==> src/rtl/reg_op_sequencer_pkg.sv <==
// Purpose: shared types and constants for the register-file front-end sequencer.
// Contents: instruction field widths, sequencer state enum, reg_OP encodings,
//           and an illegal-opcode helper.
package reg_op_sequencer_pkg;

  localparam int unsigned INSTR_W       = 9;
  localparam int unsigned OP_W          = 4;
  localparam int unsigned REG_W         = 4;
  localparam int unsigned CNT_W         = 8;
  localparam int unsigned REG_CLASS_BIT = 8;

  typedef enum logic [1:0] {
    IDLE  = 2'd0,
    ISSUE = 2'd1,
    MEM   = 2'd2,
    FLUSH = 2'd3
  } seq_state_t;

  typedef enum logic [OP_W-1:0] {
    OP_NOP    = 4'd0,
    OP_SETSRC = 4'd1,
    OP_LIT_LO = 4'd4,
    OP_LIT_HI = 4'd5,
    OP_MOV    = 4'd6,
    OP_LOAD   = 4'd8,
    OP_STOR   = 4'd9,
    OP_INCR   = 4'd10,
    OP_DECR   = 4'd11,
    OP_JIZR   = 4'd12,
    OP_JNZR   = 4'd13,
    OP_BIZR   = 4'd14,
    OP_BNZR   = 4'd15
  } reg_op_t;

  // Encodings 2, 3 and 7 are unassigned and rejected by the sequencer.
  function automatic logic op_is_illegal(input logic [OP_W-1:0] op);
    return (op == 4'd2) || (op == 4'd3) || (op == 4'd7);
  endfunction

endpackage

==> src/rtl/reg_op_sequencer_down_counter.sv <==
// Purpose: 8-bit loadable down counter with zero flag, shared by the
//          memory-timeout and fetch-flush phases of the sequencer.
// Ports:
//   clk, rst_n   clock, synchronous active-low reset
//   i_load       load i_load_val (priority over i_enable)
//   i_enable     decrement while non-zero
//   i_load_val   value to load
//   o_zero_c     count is zero (combinational decode of the count register)
module seq_down_counter
  import reg_op_sequencer_pkg::*;
(
  input  logic             clk,
  input  logic             rst_n,
  input  logic             i_load,
  input  logic             i_enable,
  input  logic [CNT_W-1:0] i_load_val,
  output logic             o_zero_c
);

  logic [CNT_W-1:0] r_count;

  // Saturates at zero so a lingering enable cannot wrap the count.
  always_ff @(posedge clk) begin
    if (!rst_n) begin
      r_count <= '0;
    end else if (i_load) begin
      r_count <= i_load_val;
    end else if (i_enable && (r_count != '0)) begin
      r_count <= r_count - CNT_W'(1);
    end
  end

  assign o_zero_c = (r_count == '0);

endmodule

==> src/rtl/reg_op_sequencer.sv <==
// Purpose: front-end controller for register_file. Accepts 9-bit instructions
//          over valid/ready, issues one-cycle register ops, sequences LOAD/STOR
//          through a req/ack memory handshake and flushes fetch after branches.
// Ports:
//   clk, rst_n                 clock, synchronous active-low reset
//   instr_valid/instr_ready    instruction handshake (transfer = valid & ready)
//   instr[8:0]                 [8]=1 reg-class: [7:4] op, [3:0] register field
//   reg_op/reg_src/reg_dst     register_file command, reg_op valid one cycle
//   instr_o                    immediate nibble for LIT_LO/LIT_HI/INCR/DECR
//   mem_req/mem_we/mem_ack     data-memory handshake
//   fetch_flush                discard fetched-ahead instructions
//   busy                       sequencer not idle
//   err_timeout/err_illegal    one-cycle error pulses
module reg_op_sequencer
  import reg_op_sequencer_pkg::*;
#(
  parameter int unsigned TIMEOUT      = 15,
  parameter int unsigned FLUSH_CYCLES = 2
) (
  input  logic               clk,
  input  logic               rst_n,
  input  logic               instr_valid,
  output logic               instr_ready,
  input  logic [INSTR_W-1:0] instr,
  output logic [OP_W-1:0]    reg_op,
  output logic [REG_W-1:0]   reg_src,
  output logic [REG_W-1:0]   reg_dst,
  output logic [REG_W-1:0]   instr_o,
  output logic               mem_req,
  output logic               mem_we,
  input  logic               mem_ack,
  output logic               fetch_flush,
  output logic               busy,
  output logic               err_timeout,
  output logic               err_illegal
);

  // Counter runs down to zero, so load one less than the desired cycle count.
  localparam logic [CNT_W-1:0] TO_LOAD = CNT_W'(TIMEOUT - 1);
  localparam logic [CNT_W-1:0] FL_LOAD = CNT_W'(FLUSH_CYCLES - 1);

  seq_state_t       r_state;
  logic             r_after;
  logic [REG_W-1:0] r_src_latch;

  logic             w_xfer;
  logic [OP_W-1:0]  w_op;
  logic [REG_W-1:0] w_field;
  logic             w_cnt_load;
  logic [CNT_W-1:0] w_cnt_val;
  logic             w_cnt_en;
  logic             w_cnt_zero;

  assign w_xfer = instr_valid & instr_ready;

  // Decode: ALU-class instructions collapse to NOP.
  always_comb begin
    w_op    = '0;
    w_field = instr[REG_W-1:0];
    if (instr[REG_CLASS_BIT]) begin
      w_op = instr[REG_W +: OP_W];
    end
  end

  // Counter is loaded on entry to MEM (timeout) or FLUSH (flush length).
  always_comb begin
    w_cnt_load = 1'b0;
    w_cnt_val  = TO_LOAD;
    if ((r_state == IDLE) && w_xfer && (w_op == OP_LOAD)) begin
      w_cnt_load = 1'b1;
    end else if ((r_state == ISSUE) && r_after) begin
      w_cnt_load = 1'b1;
      if (reg_op != OP_STOR) begin
        w_cnt_val = FL_LOAD;
      end
    end
  end

  assign w_cnt_en = (r_state == MEM) || (r_state == FLUSH);

  seq_down_counter u_cnt (
    .clk        (clk),
    .rst_n      (rst_n),
    .i_load     (w_cnt_load),
    .i_enable   (w_cnt_en),
    .i_load_val (w_cnt_val),
    .o_zero_c   (w_cnt_zero)
  );

  // Sequencer FSM with registered outputs. r_after marks that ISSUE/MEM has a
  // follow-on phase: ISSUE->MEM for STOR, ISSUE->FLUSH for branches,
  // MEM->ISSUE for LOAD.
  always_ff @(posedge clk) begin
    if (!rst_n) begin
      r_state     <= IDLE;
      r_after     <= 1'b0;
      r_src_latch <= '0;
      instr_ready <= 1'b0;
      reg_op      <= OP_NOP;
      reg_src     <= '0;
      reg_dst     <= '0;
      instr_o     <= '0;
      mem_req     <= 1'b0;
      mem_we      <= 1'b0;
      fetch_flush <= 1'b0;
      busy        <= 1'b0;
      err_timeout <= 1'b0;
      err_illegal <= 1'b0;
    end else begin
      err_timeout <= 1'b0;
      err_illegal <= 1'b0;
      unique case (r_state)
        IDLE: begin
          instr_ready <= 1'b1;
          if (w_xfer) begin
            if (op_is_illegal(w_op)) begin
              err_illegal <= 1'b1;
            end else if (w_op == OP_LOAD) begin
              reg_dst     <= w_field;
              mem_req     <= 1'b1;
              mem_we      <= 1'b0;
              r_after     <= 1'b1;
              r_state     <= MEM;
              busy        <= 1'b1;
              instr_ready <= 1'b0;
            end else begin
              reg_op      <= w_op;
              r_after     <= 1'b0;
              r_state     <= ISSUE;
              busy        <= 1'b1;
              instr_ready <= 1'b0;
              case (w_op)
                OP_SETSRC: begin
                  r_src_latch <= w_field;
                  reg_op      <= OP_NOP;
                end
                OP_LIT_LO, OP_LIT_HI, OP_INCR, OP_DECR: begin
                  reg_dst <= w_field;
                  instr_o <= w_field;
                end
                OP_MOV: begin
                  reg_src <= r_src_latch;
                  reg_dst <= w_field;
                end
                OP_STOR, OP_JIZR, OP_JNZR, OP_BIZR, OP_BNZR: begin
                  reg_src <= w_field;
                  r_after <= 1'b1;
                end
                default: ;
              endcase
            end
          end
        end
        ISSUE: begin
          reg_op <= OP_NOP;
          if (r_after) begin
            r_after <= 1'b0;
            if (reg_op == OP_STOR) begin
              r_state <= MEM;
              mem_req <= 1'b1;
              mem_we  <= 1'b1;
            end else begin
              r_state     <= FLUSH;
              fetch_flush <= 1'b1;
            end
          end else begin
            r_state     <= IDLE;
            busy        <= 1'b0;
            instr_ready <= 1'b1;
          end
        end
        MEM: begin
          // Ack takes priority over a timeout reached in the same cycle.
          if (mem_ack) begin
            mem_req <= 1'b0;
            r_after <= 1'b0;
            if (r_after) begin
              r_state <= ISSUE;
              reg_op  <= OP_LOAD;
            end else begin
              r_state     <= IDLE;
              busy        <= 1'b0;
              instr_ready <= 1'b1;
            end
          end else if (w_cnt_zero) begin
            mem_req     <= 1'b0;
            r_after     <= 1'b0;
            err_timeout <= 1'b1;
            r_state     <= IDLE;
            busy        <= 1'b0;
            instr_ready <= 1'b1;
          end
        end
        FLUSH: begin
          if (w_cnt_zero) begin
            fetch_flush <= 1'b0;
            r_state     <= IDLE;
            busy        <= 1'b0;
            instr_ready <= 1'b1;
          end
        end
        default: r_state <= IDLE;
      endcase
    end
  end

endmodule
==> config.mk <==
export PLATFORM = sky130hd
export DESIGN_NAME = reg_op_sequencer
export DESIGN_NICKNAME = d
export VERILOG_FILES = /design/src/rtl/reg_op_sequencer_pkg.sv /design/src/rtl/reg_op_sequencer_down_counter.sv /design/src/rtl/reg_op_sequencer.sv
export SDC_FILE = /design/constraint.sdc
export NUM_CORES = 1
export LEC_CHECK = 0
export ABC_CLOCK_PERIOD_IN_PS = 2000
export BUFFER_PORTS_ARGS = -buffer_cell sky130_fd_sc_hd__buf_2
export CAP_MARGIN = 20
export CORE_MARGIN = 2
export CORE_UTILIZATION = 45
export DETAILED_ROUTE_END_ITERATION = 16
export PLACE_DENSITY = 0.66
export SYNTH_ARGS = -nofsm -noshare
export SYNTH_HDL_FRONTEND = slang
export SYNTH_SLANG_ARGS = --single-unit
==> constraint.sdc <==
create_clock -name clk -period 2 [get_ports clk]
set_input_delay 0.2 -clock clk [delete_from_list [all_inputs] [get_ports clk]]
set_output_delay 0.2 -clock clk [all_outputs]
set_load 0.05 [all_outputs]
==> summary.md, run 1 <==
| Metric | Value |
|---|---|
| Busiest layer in global routing | met2 |
| Gr usage total | 20.1% |
| Cell Rows | 24 |
| Reg2Reg Launch Point | r_state[0]$_SDFFE_PN0P_ |
| Worst path slowest cell | dfxtp_1 |
| Critical path class | register to register |
| Hold Path Sink | instr_o[3]$_SDFFE_PN0P_ |
| Synthesized flop and latch total | 38 |
| Final setup fails | 0 |
| Relative slew margins | roughly 66% |
| Area share of the largest cell type after synthesis | a little under two fifths |
| CP required | 2.22 ns |
| DRT Wirelength | 4.68 mm |
| Synth Flop Type | dfxtp_1 |
| Unrepaired setup endpoints after global routing | false |
| CP cell instances | inv_1, ha_1, buf_4, nand4b_1, a2bb2oi_4, o211ai_4, a211oi_2, mux2i_1 |
| Cts bufs inserted | 5 |
| YS warnings | 0 |
| Fin. Hold Viols | 0 |
| CTS tree | done |
| Leakage power | approximately 1.1 nW |
| WL/cell | 14.1 um |
| Most frequent cells after synthesis | dfxtp_1 (38), nand2_1 (28), nor2_1 (28), mux2i_1 (22), a21oi_1 (12) |
| Syn Nets | approximately 260 |
| Drt first-iter violations | around 180 |
| Max VDD drop | 601 uV |
| Worst setup margin | about 0.16 ns |
| Share of cells above drive strength 1 | between 20% and 30% |
| Crit-path leading delay family | compound AO/OA/AOI/OAI gates |
| Pre-CTS setup slack | roughly 0.065 ns |
| Post-route ant nets | 0 |
| Number of nets in the layout | roughly 300 |
| Cell area after layout | roughly 2500 um2 |
| Clk_skew | roughly 0.0096 ns |
| Hold Path Class | primary input to register |
| Post-synth design cell area | 2050 um2 |
| Clock Sinks | 38 |
| WP buf/inv | 2 |
| Die Width | 71.5 um |
| Met2 Use GR | between 30% and 40% |
| FF-to-FF End | mem_req$_SDFFE_PN0P_ |
| Final TNS setup | 0 ns |
| CTS root buf | clkbuf_8 |
| DP HPWL | 3.45 mm |
| Most numerous cell in the Yosys netlist | dfxtp_1 |
| Critical path peak fanout | 5 |
| GR Overflow Total | 0 |
| Initial core utilization | a little under half |
| Final Cycle Share | between 90% and 100% |
| Clk buf depth | 2 |
| IO buf count | 35 |
| CP Launch Type | register |
| Ys async rst share | 0% |
| Setup crit end kind | register |
| Vias in the first global route | ~1.8k |
| Sequential share of the synthesized area | a little under two fifths |
| Routability cong. | ~0.86 |
| Final Max Tran Viols | 0 |
| Power Dens Cells | 1570 nW/um2 |
| Max Fclk | between 500 and 600 MHz |
| Core area | 4380 um2 |
| Total inserted antenna cells | 0 |
| 1st-pass router iterations | 4 |
| Worst Path Arrival | between 2 and 2.5 ns |
| Cells after Synth | between 200 and 250 |
| Vias | 1833 |
| Hold Crit Depth | 3 |
| Clock slew at reported path FFs | around 0.080 ns |
| Worst-Skew Late Latency | a little under 0.3 ns |
| Area Growth Syn to Fin | 21.9% |
| Die Y | roughly 71 um |
| Outcome | completed |
| Post-synth top area cell | dfxtp_1 |
| Top post-synthesis cells by area | dfxtp_1 (37%), mux2i_1 (11%), nand2_1 (5.1%) |
| Global-route wire length before repair | around 8.3 mm |
| Crit path time final | ~1.8 ns |
| Met1 Use GR | between 20% and 30% |
| Reg2reg path depth | 8 |
| CTS Hold Bufs | 0 |
| Die Area | about 5100 um2 |
| CTS HTree Levels | 2 |
| Via-per-instance ratio | roughly 5.5 |
| Unique masters post-synth | between 50 and 60 |
| Syn Area/Cell | a little under 9 um2 |
| CP peak stage delay | 0.36 ns |
| Actual slew at the worst max-slew pin | between 0.5 and 0.6 ns |
| Number of flops mapped to enable cells by yosys | 0 |
| Fin util | 57.0% |
| Initial antenna violation count | 0 |
| Hold Startpoint | instr[3] |
| Largest net degree at the start of global routing | 19 |
| Met3 Usage GRT | slightly below 5% |
| I/O pin total | 36 |
| Max Cap Violations | 0 |
| Dpl cell area | 2330 um2 |
| Reg2Reg Setup Slack | between 0.15 and 0.2 ns |
| Drc violations | 0 |
## repair_timing
| item | in CTS | in global routing |
|---|---|---|
| setup endpoints to repair | 0 | 10 |
| gates resized for setup | 0 | 5 |
| setup buffers | 0 | 0 |
## worst max path at each step
stage	slack, ns	from	to	cells past startpoint
after floorplan	0.1	instr_ready$_SDFF_PN0_	reg_dst[0]$_SDFFE_PN0P_	6
after global placement	0.12	u_cnt.r_count[0]$_SDFFE_PN0P_	u_cnt.r_count[4]$_SDFFE_PN0P_	7
final	0.16	r_state[0]$_SDFFE_PN0P_	mem_req$_SDFFE_PN0P_	8
after detailed placement	0.06	u_cnt.r_count[0]$_SDFFE_PN0P_	mem_req$_SDFFE_PN0P_	7
after global routing	0.03	r_state[0]$_SDFFE_PN0P_	mem_req$_SDFFE_PN0P_	8
after CTS	0.06	u_cnt.r_count[0]$_SDFFE_PN0P_	mem_req$_SDFFE_PN0P_	7
## per-layer routing
metal / vias up / part of all wire [%] / routed length, um
li1: 921 / - / -
met1: 851 / 47 / 2190
met2: 55 / 46 / 2170
met3: 6 / 5.7 / 267
met4: 0 / 1.1 / 53
met5: - / 0 / 0
## worst min-delay path, cell delays in order
cell and delay, ns:
buf_2 0.11, mux2i_1 0.07, nor2_1 0.07
## sequential cells by signal, indices dropped and copies added (netlist names), 2 cells and up
signal	count
instr_o	4
r_src_latch	4
r_state	2
reg_dst	4
reg_op	4
reg_src	4
u_cnt.r_count	8
## power by group
part	internal, mW	switching [mW]
Sequential	0.922	0.122
Clock	0.500	0.290
Combinational	0.851	1.23
## cell usage in the layout (no fill, tap or decap), types with 3 or more instances in the layout
cell type  Yosys  layout
nor2_1        28      28
buf_4          0      13
buf_2          5      35
ha_1           6       6
clkbuf_8       0       5
nand4_1        3       3
nor2b_1        5       5
xnor2_1        3       3
nand3_1        4       4
nor3_1         6       6
a21oi_1       12      12
a211oi_1       4       4
dfxtp_1       38      38
inv_1          9       9
o21ai_0        9       9
mux2i_1       22      22
nand2_1       28      28
## final cells by class
cell class	instances	area [um2]
Inverter	9	33.8
Tap cell	52	65.1
Clock buffer	5	68.8
Sequential cell	38	761
Multi-Input combinational cell	177	1230
Timing Repair Buffer	48	273
Clock inverter	3	68.8
Fill cell	407	1890
## stage by stage
stage / instances / hold WS [ns] / power, mW
floorplan: 237 / 0.344 / 2.64
global placement: 324 / 0.458 / 3.03
detailed placement: 324 / 0.464 / 3.05
CTS: 332 / 0.183 / 3.85
global route: 332 / 0.214 / 4.18
finish: 332 / 0.188 / 3.91
## cell families after synthesis
| group | after synthesis | share of synthesized area (%) |
|---|---|---|
| compound gates | 49 | 17.6 |
| xor+xnor | 5 | 2.14 |
| fa+ha+maj | 6 | 3.67 |
| buf+inv | 22 | 4.34 |
| flops | 38 | 37.1 |
| mux | 22 | 10.8 |
| simple gates | 95 | 24.4 |
(Power assumes the default switching activity.)
==> run 2, diff against run 1 <==
Settings changed: ABC_AREA set to 1.
==> run 2 against run 1 <==
Sequential cell count is the same. Highest routed layer unchanged. Design area is 2.8% lower. Sequential share of layout area rose by 0.86 points. Clock power decreased by 28%. Hold slack got worse by 0.024 ns. First-iteration DRC count down 46%. Register-to-register slack gained 0.07 ns.
==> summary.md, run 2 <==
| Metric | Value |
|---|---|
| Top post-synthesis cells by area | dfxtp_1 (37%), nand2_1 (13%), nor2_1 (13%) (was dfxtp_1 (37%), mux2i_1 (11%), nand2_1 (5.1%)) |
| Final Cycle Share | 88.5% (was 91.9%) |
| WL/cell | 11.9 um (was 14.1 um) |
| Post-synth top area cell | dfxtp_1 (unchanged) |
| CP required | 2.19 ns (was 2.22 ns) |
| Multiplexer share of the synthesized area | 0% (was 10.8%) |
| Routability cong. | 0.884 (was 0.857) |
| Area share of the largest cell type after synthesis | 36.5% (was 37.1%) |
| Pre-CTS setup slack | 0.232 ns (was 0.0649 ns) |
| Core area | 4410 um2 (was 4380 um2) |
| Max Cap Violations | 0 (unchanged) |
| Cells after Synth | 322 (was 237) |
| Critical path peak fanout | 10 (was 5) |
| Adder-Cell Fraction of Synth Area | 3.60% (was 3.67%) |
| Number of flops mapped to enable cells by yosys | 0 (unchanged) |
| Synth Flop Type | dfxtp_1 (unchanged) |
| Max VDD drop | 684 uV (was 601 uV) |
| Unique masters post-synth | 26 (was 54) |
| Die Area | 5190 um2 (was 5110 um2) |
| Unrepaired setup endpoints after global routing | false (unchanged) |
| Clock slew at reported path FFs | 0.08 ns (about the same) |
| CP Launch Type | register (unchanged) |
| Worst-Skew Late Latency | 0.30 ns (was 0.29 ns) |
| I/O pin total | 36 (unchanged) |
| Number of nets in the layout | 383 (was 298) |
| Final TNS setup | 0 ns (unchanged) |
| IO buf count | 35 (unchanged) |
| CTS tree | done (unchanged) |
| Syn Nets | 341 (was 256) |
| YS warnings | 0 (unchanged) |
| Synth Area in Compound Gates | 13.3% (was 17.6%) |
| Ys async rst share | 0% (unchanged) |
| Total inserted antenna cells | 0 (unchanged) |
| Fillers | 465 (was 407) |
| Global-route wire length before repair | 8.51 mm (was 8.25 mm) |
| CTS Hold Bufs | 0 (unchanged) |
| Area Growth Syn to Fin | 16.6% (was 21.9%) |
| Power Dens Cells | 1530 nW/um2 (was 1570 nW/um2) |
| Post-route ant nets | 0 (unchanged) |
| CTS HTree Levels | 2 (unchanged) |
| Crit path time final | 1.77 ns (was 1.84 ns) |
| Post-CTS setup buffer count | 0 (unchanged) |
| Leakage power | 1.19 nW (was 1.07 nW) |
| DP HPWL | 3.75 mm (was 3.45 mm) |
| Fin util | 55.0% (was 57.0%) |
| Largest net degree at the start of global routing | 31 (was 19) |
| Die Width | 72.0 um (was 71.5 um) |
| Sequential share of the synthesized area | 36.5% (was 37.1%) |
| Final setup fails | 0 (unchanged) |
| XOR/XNOR share of the synthesized area | 1.26% (was 2.14%) |
| Dpl cell area | 2330 um2 (about the same) |
| GR Overflow Total | 0 (unchanged) |
| Worst Path Arrival | 1.96 ns (was 2.06 ns) |
| Relative slew margins | 75.6% (was 66.3%) |
| Fin. Hold Viols | 0 (unchanged) |
| Cts bufs inserted | 5 (unchanged) |
| Vias in the first global route | 1931 (was 1774) |
| Cell area after layout | 2430 um2 (was 2500 um2) |
| Most frequent cells in the layout | nand2_1 (74), nor2_1 (70), dfxtp_1 (38) (was dfxtp_1 (38), buf_2 (35), nand2_1 (28), nor2_1 (28), mux2i_1 (22)) |
| Drt first-iter violations | 98 (was 181) |
| 1st-pass router iterations | 4 (unchanged) |
| Largest register FFs | 8 (unchanged) |
| Worst setup margin | 0.230 ns (was 0.163 ns) |
| Reg with most FFs | u_cnt.r_count (unchanged) |
| Post-synth design cell area | 2080 um2 (was 2050 um2) |
| Clock Sinks | 38 (unchanged) |
| Register area | 761 um2 (unchanged) |
| Final Max Tran Viols | 0 (unchanged) |
| Most numerous cell in the Yosys netlist | nand2_1 (was dfxtp_1) |
| Gr usage total | 20.7% (was 20.1%) |
| Hold Path Class | primary input to register (unchanged) |
| Post-Synth Simple-Gate Area | 38.9% (was 24.4%) |
| CTS root buf | clkbuf_8 (unchanged) |
| Main combinational cell family by area after synthesis | simple AND/OR/NAND/NOR gates (unchanged) |
| # resized after CTS | 0 (unchanged) |
| Drc violations | 0 (unchanged) |
| Initial core utilization | 47.2% (was 46.7%) |
| Most frequent cells after synthesis | nand2_1 (74), nor2_1 (70), dfxtp_1 (38), o21ai_0 (28), inv_1 (27) (was dfxtp_1 (38), nand2_1 (28), nor2_1 (28), mux2i_1 (22), a21oi_1 (12)) |
| Outcome | completed (unchanged) |
| Initial antenna violation count | 0 (unchanged) |
| Die Y | 72.0 um (was 71.5 um) |
| Via-per-instance ratio | 5.01 (was 5.52) |
| Actual slew at the worst max-slew pin | 0.366 ns (was 0.505 ns) |
| Syn Area/Cell | 6.47 um2 (was 8.64 um2) |
| Clk buf depth | 2 (unchanged) |
| Most common cell after layout, fill and taps aside | nand2_1 (was dfxtp_1) |
| Share of cells above drive strength 1 | 18.6% (was 25.4%) |
| Vias | 2090 (was 1833) |
| Multi-input combinational cell area | 1190 um2 (was 1230 um2) |
| Max Fclk | 565 MHz (was 544 MHz) |
| Setup crit end kind | register (unchanged) |
| Synthesized flop and latch total | 38 (unchanged) |
| DRT Wirelength | 4.94 mm (was 4.68 mm) |
| Cell Rows | 24 (unchanged) |
| Critical path class | register to register (unchanged) |
| Clk_skew | 0.00831 ns (was 0.00962 ns) |
-- run 2: cell types whose count changed after synthesis, moves of 8 or more --
cell | previous run | this run
a21oi_1 | 12 | 20
inv_1 | 9 | 27
nand2_1 | 28 | 74
nor2_1 | 28 | 70
nand3_1 | 4 | 20
o21ai_0 | 9 | 28
mux2i_1 | 22 | 0
-- run 2: area by class of cell --
| cell class | instances | share of cell area [%] |
|---|---|---|
| sequential | 38 | 31.3 |
| timing repair buffer | 38 | 8.14 |
| clock inverter | 2 | 0.515 |
| inverter | 32 | 4.95 |
| tap | 52 | 2.68 |
| clock buffer | 6 | 3.40 |
| multi-input combinational | 249 | 49.0 |
-- run 2: worst paths after layout --
check | startpoint | to | slack, ns | depth (start not counted)
worst min-delay path | instr[0] | instr_o[0]$_SDFFE_PN0P_ | 0.16 | 3
worst max register to register | r_state[0]$_SDFFE_PN0P_ | r_src_latch[3]$_SDFFE_PN0P_ | 0.23 | 9
worst max-delay path | r_state[0]$_SDFFE_PN0P_ | r_src_latch[3]$_SDFFE_PN0P_ | 0.23 | 9
worst min register to register | fetch_flush$_SDFFE_PN0P_ | fetch_flush$_SDFFE_PN0P_ | 0.45 | 2
-- run 2: kinds of logic after synthesis --
logic type / count (synthesis)
fa+ha+maj: 6
flops: 38
compound gates: 53
xor+xnor: 3
simple gates: 187
buf+inv: 35
-- run 2: worst max-delay path, stage by stage, from the launching register on --
cell and delay [ns]:
dfxtp_1 0.35, inv_1 0.12, ha_1 0.28, inv_2 0.11
nor2_8 0.19, nand3_2 0.14, nor2_2 0.19, inv_1 0.12
nor2_1 0.11, nor2_1 0.06
-- run 2: stage by stage --
step | hold slack (ns) | total power [mW] | std cells
finish | 0.164 | 3.71 | 417
global placement | 0.434 | 3.13 | 409
global route | 0.190 | 4.05 | 417
CTS | 0.156 | 3.72 | 417
floorplan | 0.335 | 2.71 | 322
detailed placement | 0.439 | 3.14 | 409
-- run 2: report_power, final --
part	total (mW)	internal [mW]	switching, mW
Combinational	2.04	0.618	1.42
Sequential	1.10	0.945	0.157
Clock	0.568	0.277	0.291
Total	3.71	1.84	1.87
-- run 2: routing by layer --
metal	GRT usage, %	vias up	part of all wire (%)
met3	4.86	12	4.4
met5	0	-	0
met4	8.39	0	1.9
li1	-	1115	-
met2	34.1	47	46
met1	26.2	916	47
==> run 3, diff against run 2 <==
Settings changed: GPL_TIMING_DRIVEN set to 0.
==> run 3 against run 2 <==
Clock skew increased by 0.0024 ns. Register-to-register slack about the same. Cell count unchanged. Worst setup slack better by 0.0066 ns. Hold slack got worse by 0.0062 ns. Clock power rose by 46%. Largest cell class unchanged. Largest power group unchanged.
==> summary.md, run 3 (synthesis results as in run 2) <==
| Metric | Value |
|---|---|
| Max Cap Violations | 0 (unchanged) |
| Post-CTS setup buffer count | 0 (unchanged) |
| Most common cell after layout, fill and taps aside | nand2_1 (unchanged) |
| CP peak stage delay | 0.35 ns (about the same) |
| Critical path peak fanout | 10 (unchanged) |
| Worst path slowest cell | dfxtp_2 (was dfxtp_1) |
| Post-route ant nets | 0 (unchanged) |
| Drc violations | 0 (unchanged) |
| Clock slew at reported path FFs | 0.08 ns (about the same) |
| Largest net degree at the start of global routing | 13 (was 31) |
| Core area | 4410 um2 (unchanged) |
| Final Cycle Share | 88.2% (was 88.5%) |
| Unrepaired setup endpoints after global routing | false (unchanged) |
| Psw | 1.85 mW (was 1.87 mW) |
| CTS HTree Levels | 2 (unchanged) |
| GR Overflow Total | 0 (unchanged) |
| Via-per-instance ratio | 5.05 (was 5.01) |
| Total inserted antenna cells | 0 (unchanged) |
| Hold Path Class | primary input to register (unchanged) |
| WL/cell | 11.8 um (was 11.9 um) |
| Vias | 2104 (was 2090) |
| Area Growth Syn to Fin | 18.8% (was 16.6%) |
| Final setup fails | 0 (unchanged) |
| Clock Sinks | 38 (unchanged) |
| Global-route wire length before repair | 8.38 mm (was 8.51 mm) |
| I/O pin total | 36 (unchanged) |
| Clk_skew | 0.0107 ns (was 0.00831 ns) |
| IO buf count | 35 (unchanged) |
| Die Width | 72.0 um (unchanged) |
| Relative slew margins | 70.8% (was 75.6%) |
| Worst Setup EP | u_cnt.r_count[1]$_SDFFE_PN0P_ (was r_src_latch[3]$_SDFFE_PN0P_) |
| Sequential Power Share | 27.8% (was 29.7%) |
| Crit-path leading delay family | simple AND/OR/NAND/NOR gates (unchanged) |
| 1st-pass router iterations | 4 (unchanged) |
| Leakage power | 1.21 nW (was 1.19 nW) |
| Comb pwr share | 51.3% (was 55.0%) |
| Final Non-Filler Cells | 417 (unchanged) |
| Actual slew at the worst max-slew pin | 0.438 ns (was 0.366 ns) |
| Final Max Tran Viols | 0 (unchanged) |
| Die Y | 72.0 um (unchanged) |
| CP cell instances | inv_1, ha_2, inv_2, nor2_8, nand3_2, nand2_4, inv_2, nand2_4, nand2_1, nor2_1, nor2_1 (was inv_1, ha_1, inv_2, nor2_8, nand3_2, nor2_2, inv_1, nor2_1, nor2_1) |
| Reg2Reg Setup Slack | 0.24 ns (was 0.23 ns) |
| Die Area | 5190 um2 (unchanged) |
| Max VDD drop | 747 uV (was 684 uV) |
| CP startpoint | r_state[0]$_SDFFE_PN0P_ (unchanged) |
| Critical path class | register to register (unchanged) |
| Clk buf depth | 2 (unchanged) |
| Critical path depth in cells | 11 (was 9) |
| Worst Path Arrival | 1.96 ns (about the same) |
| Reg2reg path depth | 11 (was 9) |
| Fin. Hold Viols | 0 (unchanged) |
| Gr usage total | 20.5% (was 20.7%) |
| Reg with most FFs | u_cnt.r_count (unchanged) |
| Switching Fraction | 46.8% (was 50.3%) |
| Reg2Reg Launch Point | r_state[0]$_SDFFE_PN0P_ (unchanged) |
| CTS root buf | clkbuf_8 (unchanged) |
| DRT Wirelength | 4.92 mm (was 4.94 mm) |
| Share of cells above drive strength 1 | 18.6% (unchanged) |
| Largest register FFs | 8 (unchanged) |
| Cell-internal power | 2.10 mW (was 1.84 mW) |
| Most frequent cells in the layout | nand2_1 (74), nor2_1 (70), dfxtp_1 (37) (was nand2_1 (74), nor2_1 (70), dfxtp_1 (38)) |
| WP buf/inv | 3 (unchanged) |
| Cts bufs inserted | 5 (unchanged) |
| FF-to-FF End | u_cnt.r_count[1]$_SDFFE_PN0P_ (was r_src_latch[3]$_SDFFE_PN0P_) |
| Max Fclk | 567 MHz (was 565 MHz) |
| Crit path time final | 1.76 ns (was 1.77 ns) |
| Placed cells | 409 (unchanged) |
| Final TNS setup | 0 ns (unchanged) |
| Routability cong. | 0.832 (was 0.884) |
| Cell Rows | 24 (unchanged) |
| Initial antenna violation count | 0 (unchanged) |
| CTS tree | done (unchanged) |
| Initial core utilization | 47.2% (unchanged) |
| DP HPWL | 3.71 mm (was 3.75 mm) |
| Drt first-iter violations | 108 (was 98) |
| Power Dens Cells | 1600 nW/um2 (was 1530 nW/um2) |
| CP required | 2.20 ns (was 2.19 ns) |
| Setup crit end kind | register (unchanged) |
| Number of nets in the layout | 383 (unchanged) |
| Fillers | 458 (was 465) |
| Vias in the first global route | 1966 (was 1931) |
| CP Launch Type | register (unchanged) |
| Outcome | completed (unchanged) |
| Worst-Skew Late Latency | 0.30 ns (about the same) |
| Clock group share of total power | 20.9% (was 15.3%) |
run 3: layout make-up:
type	instances	area (um2)	area share, %
repair buffers	35	175	7.08
plain buffers	3	12.5	0.506
clock inverters	2	60.1	2.43
flip-flops and latches	38	762	30.8
inverters	32	120	4.85
well taps	52	65.1	2.63
clock buffers	6	82.6	3.34
multi-input cells	249	1200	48.4
run 3: worst reg2reg max path, delay by kind of cell, from the launching register on:
family	cells	cell delay (ns)
buffers and inverters	3	0.27
AND/OR/NAND/NOR	7	0.77
flip-flops	1	0.35
adder cells (fa/ha/maj)	1	0.26
run 3: power by group through the flow:
stage,registers (mW),clock network (mW),logic (mW)
after floorplan,1.42,0,1.29
after detailed placement,1.11,0,2.00
after CTS,1.10,0.842,2.01
final,1.10,0.827,2.03
after global routing,1.13,0.875,2.29
after global placement,1.11,0,1.98
run 3: how the worst min path moves through the flow:
stage / slack [ns] / endpoint / cells after the start / start
4_1_cts: 0.15 / r_src_latch[0]$_SDFFE_PN0P_ / 3 / instr[0]
6_report: 0.16 / instr_o[1]$_SDFFE_PN0P_ / 3 / instr[1]
3_5_place_dp: 0.44 / fetch_flush$_SDFFE_PN0P_ / 2 / fetch_flush$_SDFFE_PN0P_
5_1_grt: 0.17 / r_src_latch[1]$_SDFFE_PN0P_ / 3 / instr[1]
2_1_floorplan: 0.33 / instr_o[0]$_SDFFE_PN0P_ / 2 / instr[0]
3_3_place_gp: 0.44 / fetch_flush$_SDFFE_PN0P_ / 2 / fetch_flush$_SDFFE_PN0P_
run 3: what timing repair did:
item / CTS / global route
endpoints found under the setup margin: 0 / 7
hold buffers: 0 / 0
endpoints found under the hold margin: 0 / 0
gates resized for setup: 0 / 3
run 3: metal layers:
layer  share of wire, %  vias up  track usage (%)
met4                1.6        0             6.92
li1                   -     1124                -
met1                 48      931             25.9
met2                 46       43             34.6
met3                3.6        6             4.44
met5                  0        -                0
run 3: metrics by stage:
stage | power [mW] | setup WS [ns] | hold WS, ns | cell area, um2 | utilization [%]
finish | 3.95 | 0.236 | 0.158 | 2470 | 56.1
global placement | 3.09 | 0.173 | 0.440 | 2320 | 52.6
CTS | 3.95 | 0.128 | 0.151 | 2470 | 55.9
global route | 4.30 | 0.0364 | 0.170 | 2470 | 56.1
detailed placement | 3.11 | 0.152 | 0.437 | 2320 | 52.6
floorplan | 2.71 | 0.246 | 0.335 | 2080 | -
